File: config.mk
export PLATFORM = sky130hd
export DESIGN_NAME = clock_set_ctrl
export DESIGN_NICKNAME = d
export VERILOG_FILES = /design/src/rtl/clock_ctrl_pkg.sv /design/src/rtl/clock_set_ctrl_rise_detect.sv /design/src/rtl/clock_set_ctrl.sv
export SDC_FILE = /design/constraint.sdc
export NUM_CORES = 1
export LEC_CHECK = 0
export CAP_MARGIN = 15
export CORE_MARGIN = 2
export CORE_UTILIZATION = 41
export DETAILED_ROUTE_END_ITERATION = 8
export SLEW_MARGIN = 15
export SYNTH_ARGS = -nofsm -noshare
export SYNTH_HDL_FRONTEND = slang
export SYNTH_SLANG_ARGS = --single-unit
File: constraint.sdc
create_clock -name clock_in -period 2.4 [get_ports clock_in]
set_input_delay 0.36 -clock clock_in [delete_from_list [all_inputs] [get_ports clock_in]]
set_output_delay 0.36 -clock clock_in [all_outputs]
set_load 0.01 [all_outputs]
File: src/rtl/clock_ctrl_pkg.sv
// clock_ctrl_pkg: mode encoding shared by the set controller and the display mux.
package clock_ctrl_pkg;
  typedef enum logic [1:0] {
    MODE_RUN      = 2'd0,
    MODE_SET_HOUR = 2'd1,
    MODE_SET_MIN  = 2'd2
  } mode_t;
  function automatic mode_t next_mode(input mode_t m);
    return m == MODE_RUN ? MODE_SET_HOUR : m == MODE_SET_HOUR ? MODE_SET_MIN : MODE_RUN;
  endfunction
endpackage

File: src/rtl/clock_set_ctrl_rise_detect.sv
// rise_detect: one-cycle pulse on a rising level; prev resets high so a held button gives no edge.
module rise_detect (
  input  logic clk,
  input  logic rst,
  input  logic in,
  output logic rise
);
  logic prev_d, prev_q;
  always_comb prev_d = rst ? 1'b1 : in;
  always_ff @(posedge clk) prev_q <= prev_d;
  assign rise = in & ~prev_q;
endmodule

File: src/rtl/clock_set_ctrl.sv
// clock_set_ctrl: run/set mode FSM with press, auto-repeat increments and field blink.
module clock_set_ctrl
  import clock_ctrl_pkg::*;
#(
  parameter int HOLD_TICKS   = 8,
  parameter int REPEAT_TICKS = 2,
  parameter int BLINK_TICKS  = 4,
  parameter int CNT_W        = 8
) (
  input  logic       clock_in,
  input  logic       reset,
  input  logic       tick_sec,
  input  logic       tick_fast,
  input  logic       btn_mode,
  input  logic       btn_inc,
  output logic       sec_en,
  output logic       inc_min,
  output logic       inc_hour,
  output logic       clr_sec,
  output logic       blank_min,
  output logic       blank_hour,
  output logic [1:0] mode
);
  mode_t state_d, state_q;
  logic [CNT_W-1:0] hold_cnt_d, hold_cnt_q, blink_cnt_d, blink_cnt_q, hold_term;
  logic rep_d, rep_q, phase_d, phase_q;
  logic sec_en_d, sec_en_q, inc_min_d, inc_min_q, inc_hour_d, inc_hour_q, clr_sec_d, clr_sec_q;
  logic blank_min_d, blank_min_q, blank_hour_d, blank_hour_q;
  logic mode_rise, inc_rise, move, hold_on, rep_hit, inc, blink_wrap, blink_clr;
  rise_detect u_mode_rise (.clk(clock_in), .rst(reset), .in(btn_mode), .rise(mode_rise));
  rise_detect u_inc_rise  (.clk(clock_in), .rst(reset), .in(btn_inc),  .rise(inc_rise));
  always_comb begin
    move         = mode_rise;
    state_d      = (move || !(state_q inside {MODE_RUN, MODE_SET_HOUR, MODE_SET_MIN})) ? next_mode(state_q) : state_q;
    // a mode change takes priority over any pending increment
    hold_on      = (state_q == MODE_SET_HOUR || state_q == MODE_SET_MIN) & btn_inc & ~move;
    hold_term    = rep_q ? CNT_W'(REPEAT_TICKS - 1) : CNT_W'(HOLD_TICKS - 1);
    rep_hit      = hold_on & tick_fast & (hold_cnt_q == hold_term);
    inc          = hold_on & (inc_rise | rep_hit);
    hold_cnt_d   = !hold_on ? '0 : !tick_fast ? hold_cnt_q : rep_hit ? '0 : hold_cnt_q + CNT_W'(1);
    rep_d        = hold_on & (rep_q | rep_hit);
    blink_wrap   = tick_fast & (blink_cnt_q == CNT_W'(BLINK_TICKS - 1));
    blink_clr    = move | inc;
    blink_cnt_d  = blink_clr ? '0 : !tick_fast ? blink_cnt_q : blink_wrap ? '0 : blink_cnt_q + CNT_W'(1);
    phase_d      = blink_clr ? 1'b0 : phase_q ^ blink_wrap;
    sec_en_d     = tick_sec & (state_q == MODE_RUN);
    inc_hour_d   = inc & (state_q == MODE_SET_HOUR);
    inc_min_d    = inc & (state_q == MODE_SET_MIN);
    clr_sec_d    = move & (state_q == MODE_SET_MIN);
    blank_hour_d = (state_d == MODE_SET_HOUR) & phase_d;
    blank_min_d  = (state_d == MODE_SET_MIN) & phase_d;
  end
  always_ff @(posedge clock_in) begin
    if (reset) begin
      state_q      <= MODE_RUN;
      hold_cnt_q   <= '0;
      blink_cnt_q  <= '0;
      rep_q        <= 1'b0;
      phase_q      <= 1'b0;
      sec_en_q     <= 1'b0;
      inc_min_q    <= 1'b0;
      inc_hour_q   <= 1'b0;
      clr_sec_q    <= 1'b0;
      blank_min_q  <= 1'b0;
      blank_hour_q <= 1'b0;
    end else begin
      state_q      <= state_d;
      hold_cnt_q   <= hold_cnt_d;
      blink_cnt_q  <= blink_cnt_d;
      rep_q        <= rep_d;
      phase_q      <= phase_d;
      sec_en_q     <= sec_en_d;
      inc_min_q    <= inc_min_d;
      inc_hour_q   <= inc_hour_d;
      clr_sec_q    <= clr_sec_d;
      blank_min_q  <= blank_min_d;
      blank_hour_q <= blank_hour_d;
    end
  end
  assign sec_en     = sec_en_q;
  assign inc_min    = inc_min_q;
  assign inc_hour   = inc_hour_q;
  assign clr_sec    = clr_sec_q;
  assign blank_min  = blank_min_q;
  assign blank_hour = blank_hour_q;
  assign mode       = state_q;
endmodule

==> impl_metrics.py <==
metrics = {
    "logic_synthesis": {
        "ys_ff_latch": 28,
        "yosys_warnings": 0,
        "syn-mean-instance-area_um2": 9.35,
        "postSynthCellCount": 126,
        "synthDistinctLibCells": 32,
        "synth_top_area_frac": 0.476,
        "syn_area_mm2": 0.00118,
        "synth_top_area_cell": "dfxtp_1",
        "seq_area_frac_synth": 0.476,
        "synth_nets": 138,
        "netlist_top_cells_area": "dfxtp_1 (48%), nor2_1 (6.7%), xor2_1 (6.7%), ha_1 (6.4%), xnor2_1 (3.7%)",
    },
    "power": {
        "seqPwrFrac": 0.563,
        "power.internal_w": 0.000680,
        "p_switching_w": 0.000182,
        "pwr-share-clk": 0.359,
        "p_leak_nw": 0.538,
        "power_switching_share": 0.211,
        "power_density_mw_per_mm2": 611,
        "ir_drop_mv": 0.621,
        "p_comb_frac": 0.078,
    },
    "layout": {
        "nFillCells": 260,
        "num_antenna_cells": 0,
        "final_common_cell": "dfxtp_1",
        "num-nets-final": 156,
        "area_growth_pct": 19.7,
        "design_area_mm2": 0.00141,
        "final_cell_mix": "dfxtp_1 (28), nor2_1 (21), clkdlybuf4s50_1 (13), nand2_1 (11), xor2_1 (9)",
        "drive_above_1_share": 0.0699,
    },
    "timing": {
        "finClkSkew_ps": 3.84,
        "rsz0062_at_grt": "no",
        "setup_viol": 0,
        "min_period_ps": 1920,
        "max_freq_mhz": 520,
        "fin_tns_setup_ps": 0,
        "worst-slew-pin-transition_ps": 389,
        "maxSlewViolCount": 0,
        "finalCritPeriodShare": 0.801,
        "finalHoldViolations": 0,
        "slew_headroom": 0.740,
    },
    "cts": {
        "post-cts-setup-buffers": 0,
        "htreeDepth": 1,
        "tritoncts": "built",
        "post_cts_resize_count": 0,
        "cts_made_buffers": 3,
        "clk_latency_ps": 330,
        "clockBufferDepth": 2,
        "hold_buffers": 0,
        "cts_sinks": 28,
        "cts.clk_slew.worst_paths_ps": 150,
        "cts_root_buf": "clkbuf_4",
    },
    "setup_path": {
        "crit_fanout": 4,
        "rr_worst_depth": 4,
        "timing.rr.start": "blink_cnt_q[5]$_SDFFE_PP0P_",
        "path_delay_family": "simple AND/OR/NAND/NOR gates",
        "worstSetupPathType": "flop to flop",
        "arrival_ps": 2170,
        "rr_endpoint": "blank_min$_SDFF_PP0_",
        "required_ps": 2650,
        "cp-end-kind": "flop",
        "cp_cell_sequence": "or4_1, or4_4, xor2_1, nor4b_1",
        "cp-start-kind": "flop",
        "slowest_stage": "or4_4",
        "max_stage_delay_ps": 530,
        "path_buf_inv": 0,
        "rrSetupSlack_ps": 480,
    },
    "grt": {
        "gr-usage-all-layers": 0.142,
        "grt_first_pass_wirelength_um": 3550,
        "grt_max_degree": 17,
        "antenna_found_initial": 0,
        "grt_pass1_vias": 821,
        "overflow": 0,
    },
    "routing": {
        "wl_per_cell_um": 11.7,
        "drc": 0,
        "viasPerCell": 5.13,
        "drt_iter0_drc": 11,
        "drt-total-wl_um": 2040,
        "first_pass_iters": 2,
        "detail-route-antenna-nets": 0,
        "vias": 893,
    },
    "placed_design": {
        "gp_congestion": 0.759,
        "portBuffers": 13,
        "dp.final_hpwl_um": 1510,
        "dpl_cell_area_mm2": 0.00136,
    },
    "min_path": {
        "min_delay_path_depth": 1,
        "min_to": "clr_sec$_SDFF_PP0_",
        "hp-start": "u_mode_rise.prev_q$_SDFF_PP1_",
        "hold_path_class": "flop to flop",
    },
    "floorplanning": {
        "ios": 14,
        "die_y_um": 57.6,
        "initial_core_util": 0.431,
        "dieArea_mm2": 0.00332,
        "die_x_um": 57.6,
        "rows": 19,
        "coreArea_mm2": 0.00273,
    },
    "run": {
        "drv_cap": 0,
    },
    "status": {
        "status": "complete, no violations",
    },
}
==> how the worst max path moves through the flow <==
stage | start | endpoint | slack (ps) | cells after the start
4_1_cts | blink_cnt_q[5]$_SDFFE_PP0P_ | blank_min$_SDFF_PP0_ | 450 | 4
2_1_floorplan | blink_cnt_q[5]$_SDFFE_PP0P_ | blank_min$_SDFF_PP0_ | 600 | 4
6_report | blink_cnt_q[5]$_SDFFE_PP0P_ | blank_min$_SDFF_PP0_ | 480 | 4
3_3_place_gp | tick_fast | blank_hour$_SDFF_PP0_ | 420 | 6
5_1_grt | blink_cnt_q[5]$_SDFFE_PP0P_ | blank_min$_SDFF_PP0_ | 370 | 4
3_5_place_dp | tick_fast | blank_min$_SDFF_PP0_ | 370 | 6
==> kinds of logic after synthesis <==
family | synth area share
compound gates | 0.0446
simple gates | 0.264
mux | 0.0255
fa+ha+maj | 0.0637
xor+xnor | 0.104
buf+inv | 0.0223
flops | 0.476
==> final cells by class <==
| cell class | count | area [um2] | area share |
|---|---|---|---|
| multi-input cells | 91 | 592 | 0.419 |
| flip-flops and latches | 28 | 561 | 0.397 |
| repair buffers | 16 | 153 | 0.108 |
| well taps | 31 | 38.8 | 0.0275 |
| clock inverters | 1 | 30.0 | 0.0213 |
| clock buffers | 3 | 22.5 | 0.0160 |
| inverters | 4 | 15.0 | 0.0106 |
==> layer usage <==
layer  routed length (um)  track usage
met1                  975        0.157
met2                  923        0.237
met3                  102       0.0603
met4                   34       0.0598
met5                    0            0
==> power groups by stage <==
stage	logic (W)	clock network [W]	registers [W]
2_1_floorplan	0.0000400	0	0.000495
3_3_place_gp	0.0000670	0	0.000495
3_5_place_dp	0.0000679	0	0.000496
4_1_cts	0.0000679	0.000320	0.000486
5_1_grt	0.0000759	0.000339	0.000488
6_report	0.0000672	0.000310	0.000485
==> synth_stat cells <==
cell type and instances:
ha_1 6, xor2_1 9, a2111oi_0 1, or4_4 1
a31oi_1 1, nand2b_1 3, nor3b_1 2, mux2i_1 3
clkbuf_1 2, a21oi_1 2, nor4b_1 2, or4_1 1
nor4_1 1, nand4_1 5, and3b_1 1, nor4bb_1 1
nand3_1 1, o211ai_1 1, nand3b_1 1, o21ai_0 1
nand2_1 11, nor3_1 3, and3_1 3, buf_1 1
inv_1 4, nor2_1 21, nor2b_1 1, xnor2_1 5
or2_2 2, dfxtp_1 28, a211oi_1 1, a21boi_0 1
==> flip-flops by register name (all words and copies together) (netlist names) <==
name and count:
clr_sec 1, phase_q 1, blank_min 1, inc_min 1, rep_q 1, u_mode_rise.prev_q 1
u_inc_rise.prev_q 1, hold_cnt_q 8, blank_hour 1, inc_hour 1, blink_cnt_q 8, mode 2
sec_en 1
==> per-stage QoR <==
step           cells  power (W)   util  setup slack (ps)  hold slack [ps]
6_report         174   0.000862  0.516               477              431
5_1_grt          174   0.000902  0.516               370              452
4_1_cts          174   0.000873  0.516               454              433
3_5_place_dp     170   0.000564  0.497               374              412
3_3_place_gp     170   0.000562  0.497               418              405
2_1_floorplan    126   0.000535      -               604              398
Note: power is estimated with default switching activity, not from simulation.
